--- config.mk ---
export PLATFORM = sky130hd
export DESIGN_NAME = multi_digit_scoreboard
export DESIGN_NICKNAME = d
export VERILOG_FILES = /design/src/rtl/multi_digit_scoreboard.sv
export SDC_FILE = /design/constraint.sdc
export NUM_CORES = 1
export LEC_CHECK = 0
export ABC_AREA = 1
export CAP_MARGIN = 0
export CORE_MARGIN = 3
export CORE_UTILIZATION = 55
export CTS_BUF_LIST = sky130_fd_sc_hd__clkbuf_4
export DETAILED_ROUTE_END_ITERATION = 8
export MAX_ROUTING_LAYER = met4
export PLACE_DENSITY = 0.8
export SYNTH_ARGS = -nofsm -noshare
export SYNTH_HDL_FRONTEND = slang
export SYNTH_SLANG_ARGS = --single-unit
export TNS_END_PERCENT = 30
--- constraint.sdc ---
create_clock -name clk -period 3 [get_ports clk]
set_input_delay 0.75 -clock clk [delete_from_list [all_inputs] [get_ports clk]]
set_output_delay 0.75 -clock clk [all_outputs]
set_load 0.02 [all_outputs]
--- src/rtl/multi_digit_scoreboard.sv ---
// BCD scoreboard with debounced +1/+10/-1 buttons and a hold-to-clear button.
// Optional decrement path is built only when SCOREBOARD_DEC_EN is defined.
module multi_digit_scoreboard #(
  parameter int unsigned NUM_DIGITS      = 2,
  parameter int unsigned DEBOUNCE_CYCLES = 500000,
  parameter int unsigned HOLD_CYCLES     = 100000000,
  parameter int unsigned WRAP            = 0
) (
  input  logic                    clk,
  input  logic                    rst_n,
  input  logic                    inc1_btn_n,
  input  logic                    inc10_btn_n,
  input  logic                    dec1_btn_n,
  input  logic                    reset_btn_n,
  output logic [4*NUM_DIGITS-1:0] score_bcd,
  output logic [7*NUM_DIGITS-1:0] hex,
  output logic                    overflow
);

  localparam int unsigned DW = (DEBOUNCE_CYCLES > 1) ? $clog2(DEBOUNCE_CYCLES) : 1;
  localparam int unsigned HW = (HOLD_CYCLES > 1) ? $clog2(HOLD_CYCLES) : 1;
  localparam logic [4*NUM_DIGITS-1:0] MAX_BCD = {NUM_DIGITS{4'h9}};

  // Channel order: 0 inc1, 1 inc10, 2 reset, 3 dec (when built).
`ifdef SCOREBOARD_DEC_EN
  localparam int unsigned NB = 4;
  logic [NB-1:0] btn_raw;
  assign btn_raw = {dec1_btn_n, reset_btn_n, inc10_btn_n, inc1_btn_n};
`else
  localparam int unsigned NB = 3;
  logic [NB-1:0] btn_raw;
  logic          unused_dec;
  assign btn_raw    = {reset_btn_n, inc10_btn_n, inc1_btn_n};
  assign unused_dec = dec1_btn_n;
`endif

  logic [NB-1:0] sync1_q, sync2_q, acc_q, acc_prev_q, fall;
  logic [DW-1:0] db_cnt_q [NB];

  always_ff @(posedge clk or negedge rst_n) begin
    if (!rst_n) begin
      sync1_q    <= '1;
      sync2_q    <= '1;
      acc_q      <= '1;
      acc_prev_q <= '1;
      for (int i = 0; i < int'(NB); i++) db_cnt_q[i] <= '0;
    end else begin
      sync1_q    <= btn_raw;
      sync2_q    <= sync1_q;
      acc_prev_q <= acc_q;
      for (int i = 0; i < int'(NB); i++) begin
        if (sync2_q[i] == acc_q[i]) begin
          db_cnt_q[i] <= '0;
        end else if (db_cnt_q[i] == DW'(DEBOUNCE_CYCLES - 1)) begin
          acc_q[i]    <= sync2_q[i];
          db_cnt_q[i] <= '0;
        end else begin
          db_cnt_q[i] <= db_cnt_q[i] + 1'b1;
        end
      end
    end
  end

  assign fall = acc_prev_q & ~acc_q;

  logic inc1_q, inc10_q, dec_q, clr_q, hold_done_q, unused_fall;
  logic [HW-1:0] hold_cnt_q;

  // The reset channel is level-driven, so its edge is not needed.
  assign unused_fall = fall[2];

  always_ff @(posedge clk or negedge rst_n) begin
    if (!rst_n) begin
      inc1_q      <= 1'b0;
      inc10_q     <= 1'b0;
      clr_q       <= 1'b0;
      hold_done_q <= 1'b0;
      hold_cnt_q  <= '0;
    end else begin
      inc1_q  <= fall[0];
      inc10_q <= fall[1];
      clr_q   <= 1'b0;
      if (acc_q[2]) begin
        hold_cnt_q  <= '0;
        hold_done_q <= 1'b0;
      end else if (!hold_done_q) begin
        if (hold_cnt_q == HW'(HOLD_CYCLES - 1)) begin
          clr_q       <= 1'b1;
          hold_done_q <= 1'b1;
          hold_cnt_q  <= '0;
        end else begin
          hold_cnt_q <= hold_cnt_q + 1'b1;
        end
      end
    end
  end

`ifdef SCOREBOARD_DEC_EN
  always_ff @(posedge clk or negedge rst_n) begin
    if (!rst_n) dec_q <= 1'b0;
    else        dec_q <= fall[3];
  end
`else
  assign dec_q = 1'b0;
`endif

  logic [4*NUM_DIGITS-1:0] score_d;
  logic                    ovf_d;

  always_comb begin
    logic       carry;
    logic [4:0] sum;
    logic [3:0] dig;
    score_d = score_bcd;
    ovf_d   = overflow;
    carry   = 1'b0;
    sum     = '0;
    dig     = '0;
    if (clr_q) begin
      score_d = '0;
      ovf_d   = 1'b0;
    end else if (inc1_q || inc10_q) begin
      for (int i = 0; i < int'(NUM_DIGITS); i++) begin
        sum = {1'b0, score_bcd[4*i +: 4]} + {4'd0, carry};
        if (i == 0) sum = sum + {4'd0, inc1_q};
        if (i == 1) sum = sum + {4'd0, inc10_q};
        if (sum > 5'd9) begin
          score_d[4*i +: 4] = 4'(sum - 5'd10);
          carry             = 1'b1;
        end else begin
          score_d[4*i +: 4] = sum[3:0];
          carry             = 1'b0;
        end
      end
      if (carry) begin
        ovf_d = 1'b1;
        if (WRAP == 0) score_d = MAX_BCD;
      end
    end else if (dec_q) begin
      carry = 1'b1;  // borrow
      for (int i = 0; i < int'(NUM_DIGITS); i++) begin
        dig = score_bcd[4*i +: 4];
        if (carry && dig == 4'd0) begin
          score_d[4*i +: 4] = 4'd9;
        end else begin
          score_d[4*i +: 4] = dig - {3'd0, carry};
          carry             = 1'b0;
        end
      end
      // A borrow out of the top digit leaves all nines, which is MAX for wrap mode.
      if (carry) begin
        ovf_d = 1'b1;
        if (WRAP == 0) score_d = '0;
      end
    end
  end

  always_ff @(posedge clk or negedge rst_n) begin
    if (!rst_n) begin
      score_bcd <= '0;
      overflow  <= 1'b0;
    end else begin
      score_bcd <= score_d;
      overflow  <= ovf_d;
    end
  end

  function automatic logic [6:0] seg(input logic [3:0] d);
    case (d)
      4'd0:    seg = 7'h40;
      4'd1:    seg = 7'h79;
      4'd2:    seg = 7'h24;
      4'd3:    seg = 7'h30;
      4'd4:    seg = 7'h19;
      4'd5:    seg = 7'h12;
      4'd6:    seg = 7'h02;
      4'd7:    seg = 7'h78;
      4'd8:    seg = 7'h00;
      4'd9:    seg = 7'h10;
      default: seg = 7'h7F;
    endcase
  endfunction

  always_comb begin
    logic lead;
    lead = 1'b1;
    hex  = '1;
    for (int i = int'(NUM_DIGITS) - 1; i >= 0; i--) begin
      if (score_bcd[4*i +: 4] != 4'd0) lead = 1'b0;
      hex[7*i +: 7] = (lead && i != 0) ? 7'h7F : seg(score_bcd[4*i +: 4]);
    end
  end

endmodule
== Yosys cells after proc, flatten, opt, wreduce, memory -nomap -nowiden ==
Memories as Yosys holds them, arrays and structs flattened.
Index checks and enable logic that the tools add are counted.
Storage, ports and cells
  register bits: 108
  bits in read-only memories: 224
  input port bits: 6
  logic and storage cells: 83
  memories: 2
Operators by class
  add/sub/neg operators: 9
  magnitude comparators: 2
  eq/ne operators: 8
  multiplexer cells: 33
  bitwise logic cells: 5
  reduce and logical (&&, ||, !) cells: 8
Memory list
  (name not given): words 16, bits a word 7, rd ports 1, clocked after Yosys merged registers in 0, write ports 0, RTL line 169  | case (d)
  (name not given): words 16, bits a word 7, rd ports 1, clocked after Yosys merged registers in 0, write ports 0, RTL line 169
Operators with widths (count)
  2-to-1 mux 19 bit: 6
  2-to-1 mux 27 bit: 3
  adder 19 x 1 -> 19 bit (second input constant): 3
  == test 19 bit (second input constant): 3
  adder 27 x 1 -> 27 bit (second input constant): 1
  == test 27 bit (second input constant): 1
  2-to-1 mux 8 bit: 3
  2-to-1 mux 5 bit: 4
  2-to-1 mux 1 bit: 14
  adder 4 x 1 -> 5 bit: 2
  > comparator 5 x 4 -> 1 bit (second input constant): 2
  2-to-1 mux 4 bit: 2
  AND reduction 2 bit: 4
  subtractor 4 bit (second input constant): 2
  2-to-1 mux 7 bit: 1
  adder 5 x 1 -> 5 bit: 1
  nonzero test 2 bit: 2
  nonzero test 4 bit: 1
  == test 1 bit: 3
  NOT 1 bit: 3
  AND 2 bit: 1
  != test 2 bit (second input constant): 1
  NOT 2 bit: 1
  logical OR 1 bit: 1

== Longest topological paths before layout ==
Gate-level depths: netlist (run 1).
  depth in word-level cells: 18
  depth in mapped cells: 16

== Least setup slack after synthesis (run 1) ==
No wires, ideal clock.
  path type: flip-flop to flip-flop
  start point: reg score_bcd[0]
  end point: reg score_bcd[3]
  library setup time: 0.124 ns
  arrival time: 2.748 ns
  data required time: 2.876 ns
  setup slack: 0.128 ns
  cell stages (with the launch flop): 16
  buffers on the path: 0
  clock period less this slack: 2.872 ns
  cells stage by stage: dfrtp_1 -> ha_1 -> ha_1 -> xnor2_1 -> ha_1 -> inv_1 -> nand3_1 -> nand2_1 -> fa_1 -> ha_1 -> xnor2_1 -> nand2_1 -> nand2_1 -> nand2_1 -> a22oi_1 -> nand2_1
Between the ends
  cells in the longest elaborated chain, start to end: 18
RTL lines
  from (decl): RTL line 15  | output logic [4*NUM_DIGITS-1:0] score_bcd,
  from (signal assigned): RTL line 163  | score_bcd <= score_d;
  adder 4 x 1 -> 5 bit *: RTL line 125  | if (i == 0) sum = sum + {4'd0, inc1_q};
  2-to-1 mux 5 bit *: RTL line 122  | end else if (inc1_q || inc10_q) begin
  2-to-1 mux 5 bit *: RTL line 119  | if (clr_q) begin
  > comparator 5 x 4 -> 1 bit: RTL line 127  | if (sum > 5'd9) begin
  2-to-1 mux 1 bit: RTL line 127
  2-to-1 mux 1 bit: RTL line 122
  2-to-1 mux 1 bit: RTL line 119
  adder 4 x 1 -> 5 bit: RTL line 124  | sum = {1'b0, score_bcd[4*i +: 4]} + {4'd0, carry};
  [2 not listed]
  2-to-1 mux 5 bit: RTL line 119
  > comparator 5 x 4 -> 1 bit: RTL line 127
  2-to-1 mux 1 bit: RTL line 127
  2-to-1 mux 1 bit: RTL line 122
  2-to-1 mux 1 bit: RTL line 119
  2-to-1 mux 8 bit *: RTL line 135  | if (carry) begin
  2-to-1 mux 8 bit *: RTL line 122
  2-to-1 mux 8 bit *: RTL line 119
Mark *: on every way between the ends. The rest lies on a longest branch, timed or not. The select of a mux whose other input is x is not followed.
A chain may end at the register's enable or synchronous reset.

== Worst setup path in the final report (run 1) ==
  start point: reg score_bcd[2]
  end point: out hex[6]
Between the ends
  cells in the longest elaborated chain, start to end: 1
RTL lines
  memory (16 x 7 bit)
  to (decl): RTL line 16  | output logic [7*NUM_DIGITS-1:0] hex,
No other way between the ends.

==> flow_summary.ini, run 1 <==
[setup_path]
worstSetupPathType = reg -> out
cp_data_required_time_ns = 2.25
crit_fanout = 11
cp_cell_sequence = buf_4, o21ai_1, o21ai_0, clkdlybuf4s50_1
cpLargestDelayFamily = buffers and inverters
arrival_ns = 2.12
cp-start-kind = register
cpPeakStageDelay_ns = 0.55
crit_buf_inv = 2
cpMaxStageDelayCell = clkdlybuf4s50_1
setup.worst_path.end_class = output port

[global_routing]
use_met3_pct = 4.18
grt.met1_usage_pct = 28.5
grt_use_total_pct = 22.9
grt_pass1_vias = 5411
antenna_found_initial = 0
grt_pass1_wl_um = 24100
gr-usage-met2_pct = 38.2
grt_start_max_net_pins = 55
grt_most_used_layer = met2
grt-ovfl-total = 0

[run_status]
status = completed

[timing]
tightest_slew_ns = 0.678
report.final.slew_viol_count = 0
fmaxAchievable_ghz = 0.348
hold_ws_ns = 0.269
rsz0062_at_grt = yes
slew_headroom_pct = 54.8
finalCritPeriodShare_pct = 95.8
finalSetupViolations = 0
fin_ws_ns = 0.126
period_minus_slack_ns = 2.87
hold_viol = 0
clock_skew_ns = 0.0296

[clock_tree]
cts_buffers = 9
clkTransAtPathRegs_ns = 0.18
root_buffer = clkbuf_4
cts.sinks = 108
cts_buffer_depth = 2
cts_hold_buf = 0
clk_latency_ns = 0.49
tritoncts = done
h-tree-depth = 3

[logic_synthesis]
synth_cell_types = 40
ys_async_sr_fraction_pct = 100
ys_ff_latch = 108
synth_warnings = 0
synth_edf_count = 0
yosysSeqAreaShare_pct = 41.1
avgSynthCellArea_um2 = 7.38
synth_top_area_share_pct = 36.7
synthCells = 895
synth_area_leaders = dfrtp_1 37%, nand2_1 13%, nor2_1 9.4%
synth_top_area_cell = dfrtp_1
synthesis.nets = 920
netlist_area_um2 = 6610
ys.flop_type = dfrtp_1

[cells_and_area]
nNetsFinal = 957
layout_commonest_cell = nand2_1
fill_cells = 1045
drive_above_1_share_pct = 9.28
multi_input_area_um2 = 3490
mostFrequentLayoutCells = 219 x nand2_1, 164 x nor2_1, 103 x inv_1, 96 x dfrtp_1, 62 x nand3_1
diodes = 0
register_area_um2 = 2720
synthToLayoutAreaGrowth_pct = 10.0

[pwr]
powerDensity_nw_per_um2 = 320
power.leakage_uw = 0.00311
ir_worst_vdd_uv = 276

[routing]
drc = 0
avgViaCountPerCell = 5.38
dr.pass1.iters = 5
wl_um = 13900
dr_total_vias = 5814
drt_first_iter_violations = 485
post_drt_wl_per_cell_um = 12.8
antenna_left = 0

[floorplan]
die-area_um2 = 13400
core.rowCount = 39
start_util_pct = 57.1
design.core.area_um2 = 11600
die_x_um = 116
pin_count = 29
fp.dieH_um = 116

[placed_design]
io_buffer_count = 27
post-place-ws_ns = -0.0275
dp_hpwl_um = 10200
gp_congestion = 0.959

[run]
max_cap_violations = 0

[min_path]
hold_path.class = in -> async
[sequential cells by signal, summed over array words and instances (netlist names)]
| signal | count |
|---|---|
| db_cnt_q | 57 |
| hold_cnt_q | 27 |
| score_bcd | 8 |
| acc_q | 3 |
| sync1_q | 3 |
| sync2_q | 3 |
| acc_prev_q | 2 |
| clr_q | 1 |
| hold_done_q | 1 |
| inc10_q | 1 |
| inc1_q | 1 |
| overflow | 1 |
[worst paths after layout]
kind | slack, ns | from | to | depth (start not counted)
setup / recovery | 0.13 | score_bcd[2]$_DFFE_PN0P_ | hex[6] | 4
max in group asynchronous | 2.01 | rst_n | sync2_q[1]$_DFF_PN1_ | 2
hold reg to reg | 0.36 | sync1_q[2]$_DFF_PN1_ | sync2_q[2]$_DFF_PN1_ | 0
min in group clk | 0.36 | sync1_q[2]$_DFF_PN1_ | sync2_q[2]$_DFF_PN1_ | 0
hold / removal | 0.27 | rst_n | hold_cnt_q[26]$_DFFE_PN0P_ | 1
setup reg to reg | 0.17 | score_bcd[0]$_DFFE_PN0P_ | score_bcd[2]$_DFFE_PN0P_ | 16
[layer usage]
layer	part of all wire (%)	vias up
met5	0	-
met4	1.7	0
met3	4.7	18
met2	49	143
met1	45	2703
li1	-	2950
[worst register-to-register path, cell delays in order, from the launching register on]
cell     delay [ns]
dfrtp_1        0.42
ha_1           0.25
ha_2           0.21
xnor2_2        0.22
ha_1           0.18
inv_1          0.07
nand3_2        0.11
nand2_2        0.09
fa_2           0.36
ha_2           0.20
xnor2_2        0.16
nand2_1        0.10
nand2_2        0.10
nand3_2        0.10
inv_2          0.09
nand3_1        0.06
nand2_1        0.06
[area by class of cell]
cell class / count / area share [%]
Clock buffer: 9 / 0.929
Clock inverter: 7 / 1.05
Inverter: 105 / 5.42
Multi-Input combinational cell: 672 / 48.1
Sequential cell: 108 / 37.4
Tap cell: 143 / 2.46
Timing Repair Buffer: 36 / 4.71
[power breakdown]
part           total [µW]  internal (µW)  switching, µW
registers            1490           1470           12.1
logic                73.3           19.6           53.8
clock network         770            258            511
[cells in the mapped netlist (5+ instances only)]
library cell  count
inv_1           104
xor2_1           37
o21ai_1           5
o22ai_2           6
nor3_1           30
o21ai_0          27
nand3_1          64
nand3b_1          7
nor2_1          165
dfstp_2          11
clkbuf_1          5
a21oi_1          11
ha_1             18
nand4_1          31
nand2_1         223
dfrtp_1          97
[logic make-up after synthesis]
kind of cell	share of synthesized area [%]
buf+inv	6.85
fa+ha+maj	3.71
simple gates	36.4
xor+xnor	5.43
flops	41.1
compound gates	6.51
[what timing repair did]
item	4_1_cts	5_1_grt
setup buffers	0	1
endpoints found under the setup margin	20	12
cloned	0	0
endpoints found under the hold margin	0	0
resized for setup	17	14
pin swaps	0	2
[metrics by stage]
| stage | std cells | setup TNS (ns) | power [µW] | instance area [µm²] | utilization (%) |
|---|---|---|---|---|---|
| after floorplan | 895 | 0 | 1540 | 6610 | - |
| after global placement | 1063 | 0 | 1590 | 7070 | 61.1 |
| after detailed placement | 1063 | -0.0493 | 1590 | 7070 | 61.1 |
| after CTS | 1079 | 0 | 2370 | 7230 | 62.5 |
| after global routing | 1080 | -0.0524 | 2430 | 7270 | 62.9 |
| final | 1080 | 0 | 2330 | 7270 | 62.9 |
Note: power is estimated with default switching activity, not from simulation.
==> inputs of run 2 (changes only) <==
--- a/config.mk
+++ b/config.mk
@@ -8,11 +8,13 @@
 export ABC_AREA = 1
 export CAP_MARGIN = 0
 export CORE_MARGIN = 3
-export CORE_UTILIZATION = 55
+export CORE_UTILIZATION = 57
 export CTS_BUF_LIST = sky130_fd_sc_hd__clkbuf_4
 export DETAILED_ROUTE_END_ITERATION = 8
+export GPL_TIMING_DRIVEN = 0
 export MAX_ROUTING_LAYER = met4
-export PLACE_DENSITY = 0.8
+export PLACE_DENSITY = 0.83
+export SLEW_MARGIN = 20
 export SYNTH_ARGS = -nofsm -noshare
 export SYNTH_HDL_FRONTEND = slang
 export SYNTH_SLANG_ARGS = --single-unit
==> flow_summary.ini, run 2 (synthesis gave the netlist of run 1 again) <==
[run_status]
status = completed

[timing]
hold_ws_ns = 0.169
fmaxAchievable_ghz = 0.351
finalCritPeriodShare_pct = 94.9
hold_viol = 0
finalSetupViolations = 0
slew_headroom_pct = 64.0
clock_skew_ns = 0.0134
report.final.slew_viol_count = 0
tightest_slew_ns = 0.539
tns_ns = 0
period_minus_slack_ns = 2.85

[pwr]
ir_worst_vdd_uv = 302
powerDensity_nw_per_um2 = 339
power.leakage_uw = 0.00318

[routing]
drc = 0
avgViaCountPerCell = 5.44
wl_um = 14300
dr.pass1.iters = 8
antenna_left = 0
dr_total_vias = 5886
post_drt_wl_per_cell_um = 13.2
drt_first_iter_violations = 459

[cells_and_area]
diodes = 0
mostFrequentLayoutCells = 222 x nand2_1, 164 x nor2_1, 103 x inv_1, 93 x dfrtp_1, 62 x nand3_1
fin_area_um2 = 7350
multi_input_area_um2 = 3490
largest_reg_flops = 57
layout_commonest_cell = nand2_1
synthToLayoutAreaGrowth_pct = 11.2
nNetsFinal = 962
drive_above_1_share_pct = 9.13
fill_cells = 941
register_area_um2 = 2720
largest-register = db_cnt_q
layout.cells.non_filler = 1082
finish.utilization_pct = 66.3
largestRegisters = db_cnt_q (57), hold_cnt_q (27), score_bcd (8)

[setup_path]
arrival_ns = 2.10
crit_fanout = 6
cp_data_required_time_ns = 2.25
worstSetupPathType = reg -> out
cp-start-kind = register
setup.worst_path.end_class = output port

[clock_tree]
root_buffer = clkbuf_4
h-tree-depth = 3
cts_buffer_depth = 2
clkTransAtPathRegs_ns = 0.15
cts.sinks = 108
tritoncts = done
cts_hold_buf = 0
cts_buffers = 9
clk_latency_ns = 0.51

[placed_design]
io_buffer_count = 27
gp_congestion = 0.959
dp_hpwl_um = 10500
placed_cells = 1063
dpl_cell_area_um2 = 7080

[floorplan]
die-area_um2 = 12900
core.rowCount = 38
fp.dieH_um = 114
die_x_um = 114
pin_count = 29
start_util_pct = 59.7
design.core.area_um2 = 11100

[run]
max_cap_violations = 0

[global_routing]
grt-ovfl-total = 0
grt_start_max_net_pins = 56
grt_pass1_vias = 5710
grt_pass1_wl_um = 24900
grt_use_total_pct = 24.2
antenna_found_initial = 0

[min_path]
hold_path.class = in -> async
-- run 2: what timing repair did --
| item | in CTS | in global routing |
|---|---|---|
| endpoints found under the hold margin | 0 | 0 |
| resized for setup | 13 | 18 |
| endpoints found under the setup margin | 21 | 20 |
| setup buffers | 0 | 3 |
| pin swaps | 0 | 2 |
-- run 2: cell type report --
type | count | share of cell area [%]
buffer | 10 | 0.800
inverter | 105 | 5.36
multi-input combinational | 672 | 47.4
clock buffer | 10 | 1.02
timing repair buffer | 31 | 4.44
clock inverter | 6 | 1.52
sequential | 108 | 37.0
tap | 140 | 2.38
-- run 2: path summary, 6_finish.rpt --
check                      depth (start not counted)  slack, ns                       end                     start
max                                                6       0.15                   hex[13]  score_bcd[5]$_DFFE_PN0P_
min                                                1       0.17  score_bcd[6]$_DFFE_PN0P_                     rst_n
max reg2reg                                       15       0.17  score_bcd[0]$_DFFE_PN0P_  score_bcd[0]$_DFFE_PN0P_
min reg2reg                                        0       0.37      sync2_q[2]$_DFF_PN1_      sync1_q[2]$_DFF_PN1_
max in group asynchronous                          2       2.16      sync2_q[0]$_DFF_PN1_                     rst_n
min in group clk                                   0       0.37      sync2_q[2]$_DFF_PN1_      sync1_q[2]$_DFF_PN1_
-- run 2: layer usage --
layer	GRT usage, %	share of wire, %	vias to the layer above
li1	-	-	2959
met1	29.6	44	2717
met2	39.7	47	166
met3	4.51	5.2	44
met4	9.86	3.0	0
met5	-	0	-
-- run 2: power by group --
part,internal [µW],switching (µW)
registers,1470,12.8
clock network,433,494
logic,20.4,54.6
total,1930,562
-- run 2: per-stage QoR --
step | total power, µW | worst slack (ns)
final | 2490 | 0.153
after global routing | 2580 | -0.0242
after CTS | 2510 | -0.0904
after detailed placement | 1590 | -0.0829
after global placement | 1580 | -2.89
after floorplan | 1540 | 0.128
-- run 2: critical path: stages, from the launching register on --
cell and delay, ns:
dfrtp_2 0.48, inv_1 0.16, ha_1 0.18, nor3b_2 0.25
nor2_2 0.10, o21ai_0 0.08, dlygate4sd2_1 0.35
==> inputs of run 3 (changes only) <==
--- a/config.mk
+++ b/config.mk
@@ -8,12 +8,12 @@
 export ABC_AREA = 1
 export CAP_MARGIN = 0
 export CORE_MARGIN = 3
-export CORE_UTILIZATION = 57
+export CORE_UTILIZATION = 55
 export CTS_BUF_LIST = sky130_fd_sc_hd__clkbuf_4
 export DETAILED_ROUTE_END_ITERATION = 8
 export GPL_TIMING_DRIVEN = 0
 export MAX_ROUTING_LAYER = met4
-export PLACE_DENSITY = 0.83
+export PLACE_DENSITY = 0.73
 export SLEW_MARGIN = 20
 export SYNTH_ARGS = -nofsm -noshare
 export SYNTH_HDL_FRONTEND = slang
==> flow_summary.ini, run 3 (synthesis gave the netlist of run 1 again) <==
[clock_tree]
h-tree-depth = 3
cts_hold_buf = 0
root_buffer = clkbuf_4
tritoncts = done
clk_latency_ns = 0.51
cts_buffers = 9
clkTransAtPathRegs_ns = 0.19
cts.sinks = 108
cts_buffer_depth = 2

[timing]
fin_ws_ns = 0.172
finalSetupViolations = 0
slew_headroom_pct = 65.6
finalCritPeriodShare_pct = 94.3
fmaxAchievable_ghz = 0.354
report.final.slew_viol_count = 0
hold_viol = 0
tightest_slew_ns = 0.516
tns_ns = 0
clock_skew_ns = 0.0228
period_minus_slack_ns = 2.83

[setup_path]
cp_data_required_time_ns = 2.25
arrival_ns = 2.08
r2r_start = score_bcd[0]$_DFFE_PN0P_
cp_cell_sequence = buf_2, o21ai_2, nand2_1, clkdlybuf4s50_1
worstSetupPathType = reg -> out
setup.worst_path.end_class = output port
crit_fanout = 10
crit_end = hex[2]
cpPeakStageDelay_ns = 0.54
r2r_slack_ns = 0.18
cp-start-kind = register
cpMaxStageDelayCell = clkdlybuf4s50_1
rr_worst_depth = 15
startpoint = score_bcd[2]$_DFFE_PN0P_
worst_r2r_endpoint = score_bcd[3]$_DFFE_PN0P_

[placed_design]
placed_cells = 1066
post-place-ws_ns = -0.176
io_buffer_count = 27
gp_congestion = 0.942
dp_hpwl_um = 11200

[global_routing]
grt_pass1_wl_um = 26000
grt_use_total_pct = 24.9
grt_start_max_net_pins = 61
grt-ovfl-total = 0
grt_pass1_vias = 5745
antenna_found_initial = 1

[floorplan]
pin_count = 29
fp.dieH_um = 116
core.rowCount = 39
die-area_um2 = 13400
design.core.area_um2 = 11600
die_x_um = 116
start_util_pct = 57.1

[pwr]
p_comb_share_pct = 3.3
clkPwrFrac_pct = 32.1
finalPower_uw = 2300
p_int_uw = 1690
powerDensity_nw_per_um2 = 314
p_switching_uw = 612
p_sw_share_pct = 26.6
seqPwrFrac_pct = 64.6
power.leakage_uw = 0.00312
ir_worst_vdd_uv = 351

[cells_and_area]
largest_reg_flops = 57
mostFrequentLayoutCells = 222 x nand2_1, 164 x nor2_1, 103 x inv_1, 93 x dfrtp_1, 62 x nand3_1
nNetsFinal = 965
layout.cells.non_filler = 1089
largestRegisters = db_cnt_q (57), hold_cnt_q (27), score_bcd (8)
drive_above_1_share_pct = 9.74
largest-register = db_cnt_q
layout_commonest_cell = nand2_1
finish.utilization_pct = 63.3
synthToLayoutAreaGrowth_pct = 10.8
fill_cells = 1025

[routing]
antenna_left = 0
avgViaCountPerCell = 5.38
wl_um = 14900
dr_total_vias = 5864
drc = 0
dr.pass1.iters = 5
post_drt_wl_per_cell_um = 13.7
drt_first_iter_violations = 363

[run_status]
status = completed

[run]
max_cap_violations = 0

[min_path]
hold_path.class = in -> async
## run 3: changes by cell type in the layout (fill, tap and decap cells not counted), moves of 2 or more
| cell | before | now |
|---|---|---|
| buf_4 | 3 | 6 |
| bufinv_16 | 3 | 0 |
| dlygate4sd2_1 | 8 | 10 |
| inv_8 | 0 | 3 |
| ha_2 | 2 | 4 |
| ha_1 | 16 | 14 |
| dlymetal6s2s_1 | 6 | 3 |
## run 3: per-stage QoR
stage	area (µm²)	hold WS, ns
finish	7320	0.140
global route	7320	0.131
CTS	7270	0.138
detailed placement	7090	0.347
global placement	7060	0.347
floorplan	6610	0.345
## run 3: power by group through the flow
stage	combinational [µW]	sequential [µW]	clock, µW
CTS	79.2	1490	766
finish	75.5	1490	738
floorplan	30.4	1510	0
detailed placement	78.7	1510	0
global route	89.6	1490	822
global placement	71.9	1510	0
## run 3: what timing repair did
action	in CTS	in global routing
endpoints found under the setup margin	22	13
pin swaps	0	1
buffers inserted	4	2
resized for setup	19	14
## run 3: critical path: cells and delay by family (launching register included)
family / cells / cell delay [ns]
AOI/OAI and AO/OA: 1 / 0.25
buffers and inverters: 2 / 0.74
DFF: 1 / 0.49
and+or+nand+nor: 1 / 0.09
## run 3: worst min path at each step
| stage | end | cells after the start | slack, ns |
|---|---|---|---|
| CTS | db_cnt_q[50]$_DFF_PN0_ | 1 | 0.14 |
| floorplan | sync2_q[0]$_DFF_PN1_ | 0 | 0.35 |
| detailed placement | sync2_q[1]$_DFF_PN1_ | 0 | 0.35 |
| global placement | sync2_q[1]$_DFF_PN1_ | 0 | 0.35 |
| finish | db_cnt_q[50]$_DFF_PN0_ | 1 | 0.14 |
| global route | db_cnt_q[50]$_DFF_PN0_ | 1 | 0.13 |
## run 3: final cells by class
class / count / area, µm² / share of cell area [%]
multi-input combinational: 672 / 3500 / 47.7
sequential: 108 / 2720 / 37.2
inverter: 105 / 394 / 5.38
timing repair buffer: 34 / 339 / 4.63
tap: 143 / 179 / 2.44
clock buffer: 9 / 67.6 / 0.923
clock inverter: 7 / 65.1 / 0.888
buffer: 10 / 58.8 / 0.803
antenna: 1 / 2.50 / 0.0342
## run 3: per-layer routing
layer | share of wire [%] | wire length [µm] | up-vias | global-route usage [%]
li1 | - | - | 2953 | -
met1 | 44 | 6520 | 2745 | 30.6
met2 | 49 | 7310 | 136 | 41.6
met3 | 4.9 | 734 | 30 | 5.07
met4 | 2.3 | 350 | 0 | 8.04
met5 | 0 | 0 | - | -
